## src/rtl/std_rrarb_reg.sv

```systemverilog
// std_rrarb_reg: round-robin arbiter feeding a single registered valid/ready output slot
module std_rrarb_reg #(
  parameter int REQ_COUNT = 4,
  parameter int DATA_WIDTH = 32,
  localparam int IDX_WIDTH = (REQ_COUNT > 1) ? $clog2(REQ_COUNT) : 1
) (
  input  logic                            clk,
  input  logic                            reset,
  input  logic [REQ_COUNT-1:0]            req_valid,
  input  logic [REQ_COUNT*DATA_WIDTH-1:0] req_data,
  output logic [REQ_COUNT-1:0]            req_ready,
  output logic                            out_valid,
  output logic [DATA_WIDTH-1:0]           out_data,
  output logic [IDX_WIDTH-1:0]            out_src,
  input  logic                            out_ready
);
  logic [IDX_WIDTH-1:0]  rr_ptr;
  logic [IDX_WIDTH-1:0]  winner;
  logic [IDX_WIDTH-1:0]  nxt_ptr;
  logic                  found;
  logic                  can_load;
  logic                  load;
  logic [DATA_WIDTH-1:0] data_arr [REQ_COUNT];

  for (genvar g = 0; g < REQ_COUNT; g++) begin : g_unpack
    assign data_arr[g] = req_data[g*DATA_WIDTH +: DATA_WIDTH];
  end

  // scan from the priority pointer, wrapping modulo REQ_COUNT, and take the first valid requester
  always_comb begin
    logic [IDX_WIDTH:0] s;
    found = 1'b0;
    winner = '0;
    for (int k = 0; k < REQ_COUNT; k++) begin
      s = {1'b0, rr_ptr} + (IDX_WIDTH+1)'(k);
      s = (s >= (IDX_WIDTH+1)'(REQ_COUNT)) ? s - (IDX_WIDTH+1)'(REQ_COUNT) : s;
      if (!found && req_valid[s[IDX_WIDTH-1:0]]) begin
        found = 1'b1;
        winner = s[IDX_WIDTH-1:0];
      end
    end
  end

  assign can_load  = ~out_valid | out_ready;
  assign load      = found & can_load & ~reset;
  assign req_ready = load ? (REQ_COUNT'(1) << winner) : '0;
  assign nxt_ptr   = (winner == IDX_WIDTH'(REQ_COUNT-1)) ? '0 : winner + 1'b1;

  // output slot: load the winner (replacing any draining entry), otherwise empty on drain
  always_ff @(posedge clk) begin
    if (reset) begin
      out_valid <= 1'b0;
      out_data  <= '0;
      out_src   <= '0;
      rr_ptr    <= '0;
    end else if (load) begin
      out_valid <= 1'b1;
      out_data  <= data_arr[winner];
      out_src   <= winner;
      rr_ptr    <= nxt_ptr;
    end else if (out_ready) begin
      out_valid <= 1'b0;
    end
  end
endmodule

```

## config.mk

```make
export PLATFORM = sky130hd
export DESIGN_NAME = std_rrarb_reg
export DESIGN_NICKNAME = d
export VERILOG_FILES = /design/src/rtl/std_rrarb_reg.sv
export SDC_FILE = /design/constraint.sdc
export NUM_CORES = 1
export LEC_CHECK = 0
export ABC_AREA = 0
export CORE_MARGIN = 2
export CORE_UTILIZATION = 34
export CTS_BUF_LIST = sky130_fd_sc_hd__clkbuf_8
export CTS_CLUSTER_DIAMETER = 50
export CTS_CLUSTER_SIZE = 25
export DETAILED_ROUTE_END_ITERATION = 7
export DONT_BUFFER_PORTS = 1
export PLACE_DENSITY = 0.58
export SKIP_CTS_REPAIR_TIMING = 1
export SYNTH_ARGS = -nofsm -noshare
export SYNTH_HDL_FRONTEND = slang
export SYNTH_SLANG_ARGS = --single-unit
```

## constraint.sdc

```tcl
create_clock -name clk -period 4.7 [get_ports clk]
set_clock_uncertainty 0.15 [all_clocks]
set_input_delay 0.705 -clock clk [delete_from_list [all_inputs] [get_ports clk]]
set_output_delay 0.705 -clock clk [all_outputs]
set_load 0.01 [all_outputs]
```

Word level (Yosys, flattened, before mapping)
Cells that the tools add are included.
- add/subtract/negate cells: 8
- magnitude comparators: 9
- equal/unequal tests: 1
- shift operators: 1
- multiplexer cells: 27
- bitwise operators: 6
- reduce and logical (&&, ||, !) cells: 7
- operator list (kind ; number):
    32-bit binary-select mux with 2-bit select ; 1
    32-bit 2-to-1 mux ; 2
    2-bit 2-to-1 mux ; 9
    3-bit >= comparator (second input constant) ; 4
    2-bit by 3-bit less-than comparator with 1-bit output (second input constant) ; 4
    1-bit 2-to-1 mux ; 10
    1-bit binary-select mux with 2-bit select ; 4
    2-bit by 1-bit subtractor with 2-bit output (second input constant) ; 4
    2-bit by 2-bit adder with 3-bit output (second input constant) ; 2
    4-bit 2-to-1 mux ; 1
    1-bit by 2-bit left shift with 4-bit output (first input constant) ; 1
    2-bit by 1-bit adder with 3-bit output (second input constant) ; 1
    2-bit by 3-bit >= comparator with 1-bit output (second input constant) ; 1
    1-bit logical AND ; 3
    1-bit logical NOT ; 3
    2-bit NOT with 3-bit output ; 1
    2-bit by 1-bit adder with 2-bit output (second input constant) ; 1
    1-bit bitwise AND ; 2
    2-bit == test (second input constant) ; 1
    1-bit NOT ; 2
    2-bit nonzero test ; 1
    1-bit bitwise OR ; 1
- flip-flop bits (word level): 37
- bits of input ports: 135
- logic and storage cells: 63

Depth between registers and ports, before layout
- word-level depth: 18
- gate-level depth with buffers: 8
- gate-level depth less buffers: 5

Least setup slack after synthesis
Ideal clock, no wire load.
- kind: input port to output port
- start point: input req_valid[2]
- end point: output req_ready[1]
- arrival time: 1.815 ns
- required time: 3.845 ns
- setup slack: 2.030 ns
- cell stages on the path: 6
- path through: nor2b_1 a21o_1 a221oi_2 nand2_1 buf_2 nor2_1
- cells in the longest elaborated chain, start to end: 15
- elaborated cells on any way between the ends: 26
- classes of those cells: shift: 1; mux: 17; bitwise: 2; reduce/logical: 6
- RTL lines (item ; RTL line ; text):
    start: declaration ; 9 ; input logic [REQ_COUNT-1:0] req_valid,
    1-bit binary-select mux with 2-bit select ; 37 ; if (!found && req_valid[s[IDX_WIDTH-1:0]]) begin
    1-bit 2-to-1 mux (implied by the code) ; 37 ;
    1-bit 2-to-1 mux ; 37 ;
    1-bit logical NOT ; 37 ;
    1-bit logical AND ; 37 ;
    1-bit 2-to-1 mux ; 37 ;
    1-bit logical NOT ; 37 ;
    1-bit logical AND ; 37 ;
    1-bit 2-to-1 mux ; 37 ;
    1-bit logical NOT ; 37 ;
    1-bit logical AND ; 37 ;
    1-bit 2-to-1 mux ; 37 ;
    1-bit bitwise AND (2 in a row) ; 45 ; assign load = found & can_load & ~reset;
    4-bit 2-to-1 mux (*) ; 46 ; assign req_ready = load ? (REQ_COUNT'(1) << winner) : '0;
    end: declaration ; 11 ; output logic [REQ_COUNT-1:0] req_ready,
Mark *: on every way between the ends. The rest lies on a longest branch, timed or not. The select of a mux whose other input is x is not followed.

Final worst setup path
- start point: input req_valid[1]
- end point: output req_ready[2]
Same word-level chain as after synthesis.

==> impl_results.md <==
* ANT nets after route at 0
* Post-route DRC violation count at 0
* Max-slew violations at 0
* Relative slew slack at between 20% and 30%
* Post-route minimum period at 3.05 ns
* Fmax at 328 MHz
* Share of layout cells above drive strength 1 at under 10%
* First-pass GRT wire length at 7330 um
* CTS H-tree lvls at 2
* IO Count at 174
* Critical Path End Type: primary output
* Number of nets in the layout at between 300 and 400
* Outcome: completed
* Clock slew at reported path FFs at 0.08 ns
* Post-synth EDFFs at 0
* Die Y at 82.3 um
* Buffers on Ports at 0
* P per Cell Area at 422 nW/um^2
* Final period util at between 60% and 70%
* Post-Route WL at approximately 5300 um
* Final setup fails at 0
* Initial core utilization at 35.2%
* Vias at 1685
* Critical path peak fanout at 40
* Antenna Cells at 0
* GP Congestion at 0.679
* Die area at approximately 6800 um^2
* Max-cap violation count at 0
* Layout area overhead at 7.01%
* Core footprint at 5920 um^2
* Post-synthesis register bit count at 37
* Initial DRC Count at 39
* Clk_lat worst skew at around 0.29 ns
* Worst slew pin tran at 1.09 ns
* Largest net degree at the start of global routing at around 40
* Fin Setup TNS at 0 ns
* Post-Syn Area at 2090 um^2
* CTS tree: yes
* Ys Warns at 0
* Hpwl dp at 4000 um
* Final Hold Fails at 0
* Mapped Cells at ~220
* Placed Cells incl. Taps at 279
* RSZ-0062 raised after global routing: no
* Hold WC Path Type: in2reg
* Synth cell types at 21
* Fillers at 617
* Asr flop ratio synth at 0%
* CTS Sinks at 37
* Total CTS buffers at 5
* Post-Layout Cell Count at ~290
* CP required at 3.85 ns
* TritonRoute pass-1 iters at 4
* Global Route Usage Sum at roughly 15%
* Register area share after synthesis at 35.5%
* Final WS setup at 1.65 ns
* Post-Place Worst Slack at 1.46 ns
* Vias in the first global route at 1491
* Pleak at 0.000894 uW
* DR vias/cell at 5.87
* Maximum vdd drop at 179 uV
* Synth Area per Inst at 9.62 um^2
* CP Launch Type: input pin
* CP Class: in2out
* Root Buffer Master: clkbuf_8
* # rows at 28
* Synth Flop Type: dfxtp_1
* Die X at 82.3 um
* Clock Path Buffers at 2
* Routed wire length per instance at 18.3 um
* GRT Residual Overflow at 0
* Syn_nets at 352
* Initial antenna violation count at 0
* CP arrival at 2.19 ns
metal layers:
metal  wire (um)  vias to the layer above  GRT usage [%]  part of all wire [%]
li1            -                      806              -                     -
met1        1980                      762           15.6                    38
met2        2710                      109           26.3                    52
met3         502                        8           5.11                   9.5
met4          61                        0           5.17                   1.2
met5           0                        -              0                     0
layout make-up:
| cell class | instances | area [um^2] | area share, % |
|---|---|---|---|
| clock inverter | 2 | 33.8 | 1.51 |
| multi-input combinational | 160 | 1240 | 55.6 |
| timing repair buffer | 4 | 30.0 | 1.34 |
| sequential | 37 | 741 | 33.2 |
| tap | 75 | 93.8 | 4.20 |
| inverter | 3 | 11.3 | 0.504 |
| clock buffer | 6 | 82.6 | 3.70 |
final timing paths:
path / from / end / slack [ns] / cells past startpoint
hold / removal: reset / out_valid$_SDFFE_PP0P_ / 0.32 / 1
setup reg to reg: rr_ptr[0]$_SDFFE_PP0P_ / out_data[13]$_SDFFE_PP0P_ / 1.87 / 6
setup / recovery: req_valid[1] / req_ready[2] / 1.65 / 5
hold reg to reg: out_valid$_SDFFE_PP0P_ / out_valid$_SDFFE_PP0P_ / 0.37 / 2
registers in the layout, indices dropped and copies added (netlist names):
name,flops
out_data,32
out_src,2
rr_ptr,2
out_valid,1
cell usage in the layout (no fill, tap or decap), types with 2 or more instances in the layout:
cell      count
a211oi_1      2
dfxtp_1      37
nor2b_1       3
nand2b_1      2
o221ai_1     32
buf_4         4
mux2i_1      67
nor2_1        9
inv_1         3
a21oi_1       3
clkbuf_8      6
nand2_1      35
report_power, final:
group / internal, uW / switching, uW / leakage, uW / total (uW)
clock: 171 / 116 / 0.0000626 / 287
sequential: 369 / 65.7 / 0.000307 / 434
combinational: 106 / 116 / 0.000524 / 222
total: 646 / 297 / 0.000894 / 943
critical path: stages:
cell and delay, ns:
nand2b_1 0.14, a21oi_1 0.14, o32a_2 0.90, inv_2 0.06
nor2_1 0.22
cell usage after synthesis, types with 2 or more instances:
| cell | count | share of area [%] |
|---|---|---|
| nor2b_1 | 3 | 0.90 |
| mux2i_1 | 67 | 32 |
| dfxtp_1 | 37 | 35 |
| buf_2 | 12 | 2.9 |
| inv_1 | 2 | 0.36 |
| o221ai_1 | 32 | 13 |
| buf_6 | 2 | 1.1 |
| nand2b_1 | 2 | 0.60 |
| a21oi_1 | 3 | 0.72 |
| nand2_1 | 35 | 6.3 |
| nor2_1 | 10 | 1.8 |
| clkbuf_1 | 2 | 0.36 |
| a211oi_1 | 2 | 0.72 |
through the flow:
step | instance area (um^2) | total power [uW] | util [%] | hold WS (ns)
after global routing | 2230 | 1000 | 37.7 | 0.300
after detailed placement | 2120 | 670 | 35.8 | 0.362
after floorplan | 2090 | 630 | - | 0.343
after global placement | 2120 | 664 | 35.8 | 0.356
after CTS | 2230 | 957 | 37.7 | 0.312
final | 2230 | 943 | 37.7 | 0.320
kinds of logic (layout without fill, tap and decap cells):
group	after synthesis	count (layout)	share of synthesized area, %
flops	37	37	35.5
buf+inv	20	15	5.22
simple gates	51	51	9.89
compound gates	42	42	17.3
mux	67	67	32.1
No activity file was read; power rests on OpenSTA's default activity.
